**src/rtl/if_fetch_stage.sv**
```systemverilog
// RV32I instruction-fetch stage: next-PC generation, synchronous ROM addressing,
// PC/instruction alignment for decode, stall/redirect handling and fetch-fault latching.
module if_fetch_stage #(
  parameter int          DEPTH_LOG = 9,
  parameter logic [31:0] RESET_PC  = 32'h0
) (
  input  logic                 clk,
  input  logic                 resetb,
  input  logic                 stall_i,
  input  logic                 redirect_i,
  input  logic [31:0]          redirect_pc_i,
  output logic [DEPTH_LOG-1:0] rom_addr_o,
  input  logic [31:0]          rom_data_i,
  output logic                 if_valid_o,
  output logic [31:0]          if_pc_o,
  output logic [31:0]          if_instr_o,
  output logic                 fault_o,
  output logic [31:0]          fault_pc_o,
  output logic [1:0]           dbg_state_o
);

  // Handshake: decode asserts stall_i while it cannot accept if_instr_o/if_pc_o;
  // this block then holds if_valid_o/if_pc_o/if_instr_o stable. redirect_i wins over stall_i.
  typedef enum logic [1:0] {
    ST_PRIME = 2'd0,
    ST_RUN   = 2'd1,
    ST_FAULT = 2'd2
  } st_t;

  st_t         st;
  logic [31:0] pc_q;
  logic [31:0] next_pc;
  logic        bad;

  always_comb begin
    next_pc = pc_q;
    if (redirect_i) begin
      next_pc = redirect_pc_i;
    end else if (st == ST_RUN && !stall_i) begin
      next_pc = pc_q + 32'd4;
    end
  end

  assign bad = (next_pc[1:0] != 2'b00) || (next_pc[31:DEPTH_LOG+2] != '0);

  // Held at RESET_PC during reset so the ROM already holds the first word on release.
  assign rom_addr_o  = resetb ? next_pc[DEPTH_LOG+1:2] : RESET_PC[DEPTH_LOG+1:2];
  assign if_pc_o     = pc_q;
  assign if_instr_o  = rom_data_i;
  assign dbg_state_o = st;

  always_ff @(posedge clk or negedge resetb) begin
    if (!resetb) begin
      st         <= ST_PRIME;
      pc_q       <= RESET_PC;
      if_valid_o <= 1'b0;
      fault_o    <= 1'b0;
      fault_pc_o <= 32'h0;
    end else if (redirect_i) begin
      if (!bad) begin
        st         <= ST_RUN;
        pc_q       <= redirect_pc_i;
        if_valid_o <= 1'b1;
        fault_o    <= 1'b0;
      end else begin
        st         <= ST_FAULT;
        if_valid_o <= 1'b0;
        fault_o    <= 1'b1;
        fault_pc_o <= next_pc;
      end
    end else begin
      case (st)
        ST_PRIME: begin
          st         <= ST_RUN;
          if_valid_o <= 1'b1;
        end
        ST_RUN: begin
          if (!bad) begin
            pc_q       <= next_pc;
            if_valid_o <= 1'b1;
          end else begin
            st         <= ST_FAULT;
            if_valid_o <= 1'b0;
            fault_o    <= 1'b1;
            fault_pc_o <= next_pc;
          end
        end
        ST_FAULT: begin
          st <= ST_FAULT;
        end
        default: begin
          st         <= ST_PRIME;
          if_valid_o <= 1'b0;
        end
      endcase
    end
  end

endmodule

```
**config.mk**
```make
export PLATFORM = sky130hd
export DESIGN_NAME = if_fetch_stage
export DESIGN_NICKNAME = d
export VERILOG_FILES = /design/src/rtl/if_fetch_stage.sv
export SDC_FILE = /design/constraint.sdc
export NUM_CORES = 1
export LEC_CHECK = 0
export ABC_AREA = 1
export CAP_MARGIN = 20
export CORE_ASPECT_RATIO = 1.25
export CORE_MARGIN = 2
export CORE_UTILIZATION = 48
export DETAILED_ROUTE_END_ITERATION = 10
export GPL_TIMING_DRIVEN = 0
export HOLD_SLACK_MARGIN = 0.05
export PLACE_DENSITY_LB_ADDON = 0.15
export SLEW_MARGIN = 5
export SYNTH_ARGS = -nofsm -noshare
export SYNTH_HDL_FRONTEND = slang
export SYNTH_SLANG_ARGS = --single-unit
```
**constraint.sdc**
```tcl
create_clock -name clk -period 7.8 [get_ports clk]
set_clock_uncertainty 0.15 [all_clocks]
set_input_delay 1.56 -clock clk [delete_from_list [all_inputs] [get_ports clk]]
set_output_delay 1.56 -clock clk [all_outputs]
set_load 0.1 [all_outputs]
```
======== After elaboration in Yosys (flattened, before gate mapping) ========
Index checks and enable logic that the tools add are counted.
word-level totals
  register bits after elaboration ......... 68
  input port bits ......................... 68
  output and inout bits ................... 109
  logic and storage cells ................. 42
cells by class
  add/sub/neg operators ................... 1
  eq/ne operators ......................... 4
  mux-type cells .......................... 21
  bitwise operators ....................... 1
  reductions and logical operators ........ 10
operators by type and width
  cell                   count
  $mux 32                9
  $add 32x3->32 const B  1
  $reduce_bool 21->1     1
  $mux 9                 1
  $mux 1                 6
  $mux 2                 3
  $pmux 2 s3             1
  $reduce_bool 2->1      3
  $reduce_and 2->1       2
  $ne 3x3->1 const B     1
  $pmux 1 s3             1
  $eq 2x1->1 const B     1
  $eq 2x2->1 const B     1
  $logic_not 2->1        1
  $ne 2x2->1 const B     1
  $logic_and 1x1->1      1
  $logic_not 1->1        1
  $logic_or 1x1->1       1
  $not 1->1              1

======== Logic depth before layout (Yosys ltp) ========
Gate-level depths: netlist of the first run.
  depth after elaboration ................. 9
  gate-level depth with buffers ........... 20
  depth with buffers taken out ............ 19

======== Worst setup path before layout of the first run ========
OpenSTA, ideal clock, no wires.
  kind .................................... input to output
  start point ............................. input port redirect_i
  end point ............................... output port rom_addr_o[4]
  arrival ................................. 4217 ps
  required time ........................... 6090 ps
  path slack .............................. 1873 ps
  stages .................................. 11
  path buffers ............................ 6
  cell sequence ........................... buf_2 > inv_1 > clkbuf_1 > buf_2 > buf_2 > buf_2 > buf_2 > nand2_1 > o21ai_0 > inv_1 > nor2_1
on the way
  longest elaborated chain between the ends .. 2
ends and longest elaborated chain
  item         RTL line  RTL
  from (decl)  10        input logic redirect_i,
  $mux 32      37        if (redirect_i) begin
  $mux 9       47        assign rom_addr_o = resetb ? next_pc[DEPTH_LOG+1:2] : RESET_PC[DEPTH_LOG+1:2];
  to (decl)    12        output logic [DEPTH_LOG-1:0] rom_addr_o,
Every way passes these cells.

======== Worst setup path in the final report of the first run ========
  start point ............................. input port redirect_i
  end point ............................... output port rom_addr_o[3]
Same word-level chain as after synthesis.

==> flow_metrics.tcl, run 1 <==
set metrics [dict create \
    grt_usage 0.2678 \
    hold_viol_final 0 \
    ctsLongestPathBuffers 2 \
    via_count 4600 \
    wire_per_inst_um 14.49 \
    rsz0062_at_grt "no" \
    tritoncts.num_buffers 9 \
    grt_start_max_net_pins 70 \
    drt_wl_total_um 13360 \
    grt-ovfl-total 0 \
    cts_hold_buf 0 \
    dp.cells 906 \
    io_pins 177 \
    die-area_mm2 0.01004 \
    maxCapViolations 0 \
    finalMaxSlewViolations 0 \
    postSynth.asyncResetShare 1.000 \
    synth.avg_cell_area_um2 6.934 \
    cts_root_buf "clkbuf_16" \
    power_leakage_nw 3.085 \
    yosys_register_bits 68 \
    htreeDepth 3 \
    clock_latency_ns 0.34 \
    max_stage_delay_ns 1.16 \
    ys_warn_count 0 \
    synth_cell_type_count 32 \
    cts_sinks 68 \
    grt_pass1_vias 4498 \
    route.detailed.drc 0 \
    placed_cell_area_mm2 0.006021 \
    arrival_ns 4.80 \
    critPathMaxFanout 10 \
    synth_edf_count 0 \
    portBuffers 143 \
    fill_cells 791 \
    slew_headroom 0.3278 \
    firstDrtPassIters 8 \
    ff2ff_path_depth 18 \
    power.density_mw_per_mm2 175.3 \
    cts_resized 0 \
    setup_violations 0 \
    die_h_um 111.5 \
    drive_gt1_frac 0.1252 \
    period_share 0.8348 \
    place_congestion 0.9386 \
    fmax_mhz 153.6 \
    antenna_found_initial 0 \
    syn_nets 712 \
    initial_core_util 0.4890 \
    tightest_slew_ns 1.005 \
    grt_pass1_wl_um 21630 \
    whs_ns 0.3359 \
    final_common_cell "nand2_1" \
    final_cell_mix "nand2_1 (213), clkdlybuf4s50_1 (142), inv_1 (81)" \
    tritoncts "built" \
    crit_chain "buf_2 -> inv_1 -> clkbuf_1 -> buf_2 -> buf_2 -> buf_2 -> buf_2 -> nand2_1 -> o21ai_0 -> inv_1 -> nor2_1 -> clkdlybuf4s50_1" \
    row_count 39 \
    required_ns 6.09 \
    die_x_um 90.01 \
    dpl.hpwl_um 10520 \
    hp-class "reg2reg" \
    fin_area_mm2 0.006302 \
    drt-initial-drc-count 290 \
    p_total_mw 1.105 \
    cpMostUsedCell "buf_2" \
    final_cells 922 \
    synth_area_mm2 0.004438 \
    area_growth_pct 42.01 \
    hold_depth 2 \
    outcome "completed" \
    vdd_drop_max_mv 0.1068 \
    path_clk_slew_ns 0.05 \
    via_per_inst 4.989 \
    antenna_cells 0 \
    synth_cells 640 \
    path_class "in2out" \
    slowest_stage "clkdlybuf4s50_1" \
    end_kind "output port" \
    cp-start-kind "input port" \
    ant_nets 0 \
    tns_ns 0 \
    ys_seq_area_frac 0.3834 \
    postCtsSetupRepairBufs 0 \
    final_nets 866 \
    period_minus_slack_ns 6.512 \
    fp.coreArea_mm2 0.009076 \
    synth_top_flop_cell "dfrtp_1" \
]
[kinds of logic after synthesis]
group / after synthesis / synth area share
buffers and inverters: 135 / 0.1528
adder cells (fa/ha/maj): 4 / 0.01128
flip-flops: 68 / 0.3834
AO/OA/AOI/OAI: 46 / 0.05470
XOR/XNOR: 5 / 0.009867
multiplexers: 2 / 0.004511
AND/OR/NAND/NOR: 380 / 0.3834
[state kept, by name (all words and copies together), names as in the netlist]
name,flops
if_pc_o,32
fault_o,1
if_valid_o,1
dbg_state_o,2
fault_pc_o,32
[synth_stat cells (all sizes together) (3+ instances only)]
library cell | instances | area [um^2]
nand2 | 219 | 842.1
nand3 | 60 | 312.8
inv | 81 | 304.0
buf | 49 | 355.3
ha | 4 | 50.05
nor2 | 60 | 290.3
xor2 | 4 | 35.03
o21ai | 39 | 195.2
and2 | 3 | 18.77
or2 | 16 | 100.1
clkbuf | 4 | 15.01
a21oi | 3 | 18.77
dfrtp | 68 | 1702
nand4 | 18 | 112.6
[routing by layer]
layer | wire [um] | up-vias | GRT usage
li1 | - | 2274 | -
met3 | 895 | 24 | 0.05886
met5 | 0 | - | 0
met4 | 305 | 0 | 0.1138
met1 | 5491 | 2103 | 0.3279
met2 | 6670 | 199 | 0.4566
[power by group]
part	internal, mW	switching (mW)	total (mW)
clock	0.232	0.148	0.381
sequential	0.369	0.00909	0.378
combinational	0.0879	0.258	0.346
total	0.689	0.416	1.10
[cell type report]
cell class,instances,area (um^2),area share
multi-input cells,437,2058,0.3266
flip-flops and latches,68,1702,0.2700
repair buffers,143,1429,0.2267
plain buffers,53,370.4,0.05877
inverters,82,307.8,0.04884
clock buffers,13,260.3,0.04129
well taps,123,153.9,0.02442
clock inverters,3,21.27,0.003375
[per-stage QoR]
stage                     setup slack [ns]    util
after global placement             -0.5828  0.6636
after CTS                            1.293  0.6944
after detailed placement             1.351  0.6634
final                                1.288  0.6944
after floorplan                      1.873       -
after global routing                 1.093  0.6944
[worst paths after layout]
path / startpoint / to / slack, ns
worst min register to register: fault_pc_o[15] / fault_pc_o[15] / 0.34
max in group asynchronous: resetb / if_pc_o[22] / 5.76
worst max-delay path: redirect_i / rom_addr_o[3] / 1.29
worst min-delay path: fault_pc_o[15] / fault_pc_o[15] / 0.34
min in group asynchronous: resetb / fault_pc_o[6] / 1.19
worst max register to register: dbg_state_o[1] / if_pc_o[5] / 4.46
[critical path: cells and delay by family]
family / cells / cell delay (ns)
buf+inv: 9 / 2.93
simple gates: 2 / 0.18
compound gates: 1 / 0.12
(Power assumes the default switching activity.)
==> inputs of run 2 (changes only) <==
- CORE_UTILIZATION: 48 -> 40
- clock period: 7.8 -> 5.4 ns (I/O delays scaled with it)
==> run 2 against run 1 <==
Compared with the run above: combinational power rose by 44%; non-clock buffer count did not move; worst hold slack got worse by 0.011 ns; count of clock-buffer cells in the layout fell by 2; critical endpoint is now rom_addr_o[6].
==> flow_metrics.tcl, run 2 (synthesis results as in run 1) <==
set metrics [dict create \
    outcome "completed" \
    crit_chain "buf_2 -> inv_1 -> clkbuf_1 -> buf_2 -> buf_2 -> buf_2 -> o21ai_0 -> inv_1 -> nor2_1 -> clkdlybuf4s50_1" \
    drive_gt1_frac 0.1278 \
    die_x_um 98.21 \
    period_minus_slack_ns 5.077 \
    max_stage_delay_ns 1.14 \
    slew_headroom 0.3235 \
    via_per_inst 4.844 \
    cts_sinks 68 \
    grt_start_max_net_pins 70 \
    final_cells 933 \
    wire_per_inst_um 14.66 \
    end_kind "output port" \
    power.internal_mw 1.013 \
    path_clk_slew_ns 0.05 \
    via_count 4519 \
    cts_root_buf "clkbuf_16" \
    dp.cells 918 \
    fmax_mhz 197.0 \
    tritoncts "built" \
    finalMaxSlewViolations 0 \
    ant_nets 0 \
    final_nets 866 \
    ctsLongestPathBuffers 2 \
    grt_pass1_vias 4509 \
    vdd_drop_max_mv 0.1393 \
    r2r_slack_ns 2.14 \
    arrival_ns 3.85 \
    initial_core_util 0.4044 \
    dpl.hpwl_um 10860 \
    path_class "in2out" \
    row_count 43 \
    regArea_mm2 0.001702 \
    switchingPower_mw 0.6021 \
    fp.coreArea_mm2 0.01098 \
    required_ns 4.17 \
    grt_pass1_wl_um 22240 \
    tritoncts.num_buffers 9 \
    antenna_cells 0 \
    clock_latency_ns 0.33 \
    clkPwrFrac 0.354 \
    tightest_slew_ns 1.012 \
    place_congestion 0.8866 \
    antenna_found_initial 0 \
    regToRegEndpoint "if_pc_o[8]" \
    die_h_um 121.8 \
    maxCapViolations 0 \
    slowest_stage "clkdlybuf4s50_1" \
    ff2ff_path_depth 18 \
    die-area_mm2 0.01196 \
    crit_end "rom_addr_o[6]" \
    setup_ws_ns 0.3233 \
    hp-class "reg2reg" \
    htreeDepth 3 \
    timing.critical_path.from "redirect_i" \
    area_growth_pct 42.29 \
    power_leakage_nw 3.153 \
    grt_usage 0.2352 \
    io_pins 177 \
    power.density_mw_per_mm2 255.8 \
    power_frac_seq 0.338 \
    period_share 0.9401 \
    cpMostUsedCell "buf_2" \
    switching_share 0.3728 \
    cts_hold_buf 0 \
    p_total_mw 1.615 \
    grt-ovfl-total 0 \
    pre_cts_slack_ns -0.1535 \
    setup_violations 0 \
    r2r_start "dbg_state_o[1]" \
    critPathMaxFanout 10 \
    rsz0062_at_grt "no" \
    multi_input_area_mm2 0.002058 \
    fill_cells 1068 \
    hold_viol_final 0 \
    firstDrtPassIters 4 \
    final_cell_mix "nand2_1 (213), clkdlybuf4s50_1 (135), inv_1 (81)" \
    cp_top_family "buffers and inverters" \
    portBuffers 143 \
    critPathBufInv 8 \
    cp-start-kind "input port" \
    drt-initial-drc-count 190 \
    crit_cells 10 \
    drt_wl_total_um 13680 \
    route.detailed.drc 0 \
    comb_power_share 0.308 \
    final_common_cell "nand2_1" \
]
-- run 2: changes by cell type in the layout (fill, tap and decap cells not counted) --
cell | before | now
dlymetal6s2s_1 | 0 | 4
bufinv_16 | 0 | 1
clkdlybuf4s50_1 | 142 | 135
clkbuf_2 | 0 | 3
clkbuf_8 | 2 | 0
-- run 2: through the flow --
step                      utilization  setup TNS, ns  hold WS [ns]  area [um^2]
after CTS                      0.5755              0        0.3294         6316
final                          0.5754              0        0.3250         6315
after floorplan                     -              0        0.6344         4438
after detailed placement       0.5499        -0.3916        0.3163         6036
after global placement         0.5502         -18.92        0.3115         6038
after global routing           0.5754              0        0.3568         6315
-- run 2: area by class of cell --
class,instances,area share
Clock buffer,11,0.03685
Timing Repair Buffer,143,0.2255
Multi-Input combinational cell,437,0.3259
Buffer,53,0.05865
Inverter,82,0.04874
Clock inverter,4,0.008124
Sequential cell,68,0.2695
Tap cell,135,0.02675
-- run 2: metal layers --
layer  global-route usage  up-vias  routed length, um
met5                    0        -                  0
met4              0.08219        0                304
met3              0.04188       22                842
met2               0.4054      165               6630
met1               0.2985     2067               5899
li1                     -     2265                  -
-- run 2: what timing repair did --
action / CTS / global route
resized for setup: 3 / 10
cloned: 0 / 0
pin swaps: 0 / 0
setup buffers: 0 / 0
setup endpoints to repair: 3 / 7
-- run 2: worst min path at each step --
| stage | slack (ns) | endpoint | from | depth (start not counted) |
|---|---|---|---|---|
| 3_3_place_gp | 0.31 | fault_pc_o[19] | fault_pc_o[19] | 2 |
| 3_5_place_dp | 0.32 | fault_pc_o[31] | fault_pc_o[31] | 2 |
| 2_1_floorplan | 0.63 | dbg_state_o[0] | resetb | 0 |
| 6_report | 0.32 | fault_pc_o[31] | fault_pc_o[31] | 2 |
| 4_1_cts | 0.33 | fault_pc_o[31] | fault_pc_o[31] | 2 |
| 5_1_grt | 0.36 | fault_pc_o[19] | fault_pc_o[19] | 2 |
-- run 2: power groups by stage --
stage / clock (mW) / sequential, mW / combinational [mW]
6_report: 0.572 / 0.546 / 0.498
5_1_grt: 0.605 / 0.548 / 0.520
4_1_cts: 0.586 / 0.546 / 0.501
3_5_place_dp: 0 / 0.555 / 0.501
3_3_place_gp: 0 / 0.554 / 0.499
2_1_floorplan: 0 / 0.718 / 0.200
-- run 2: worst min-delay path: cells and delay by family (launching register included) --
kind | cells | cell delay (ns)
flops | 1 | 0.34
simple gates | 2 | 0.09
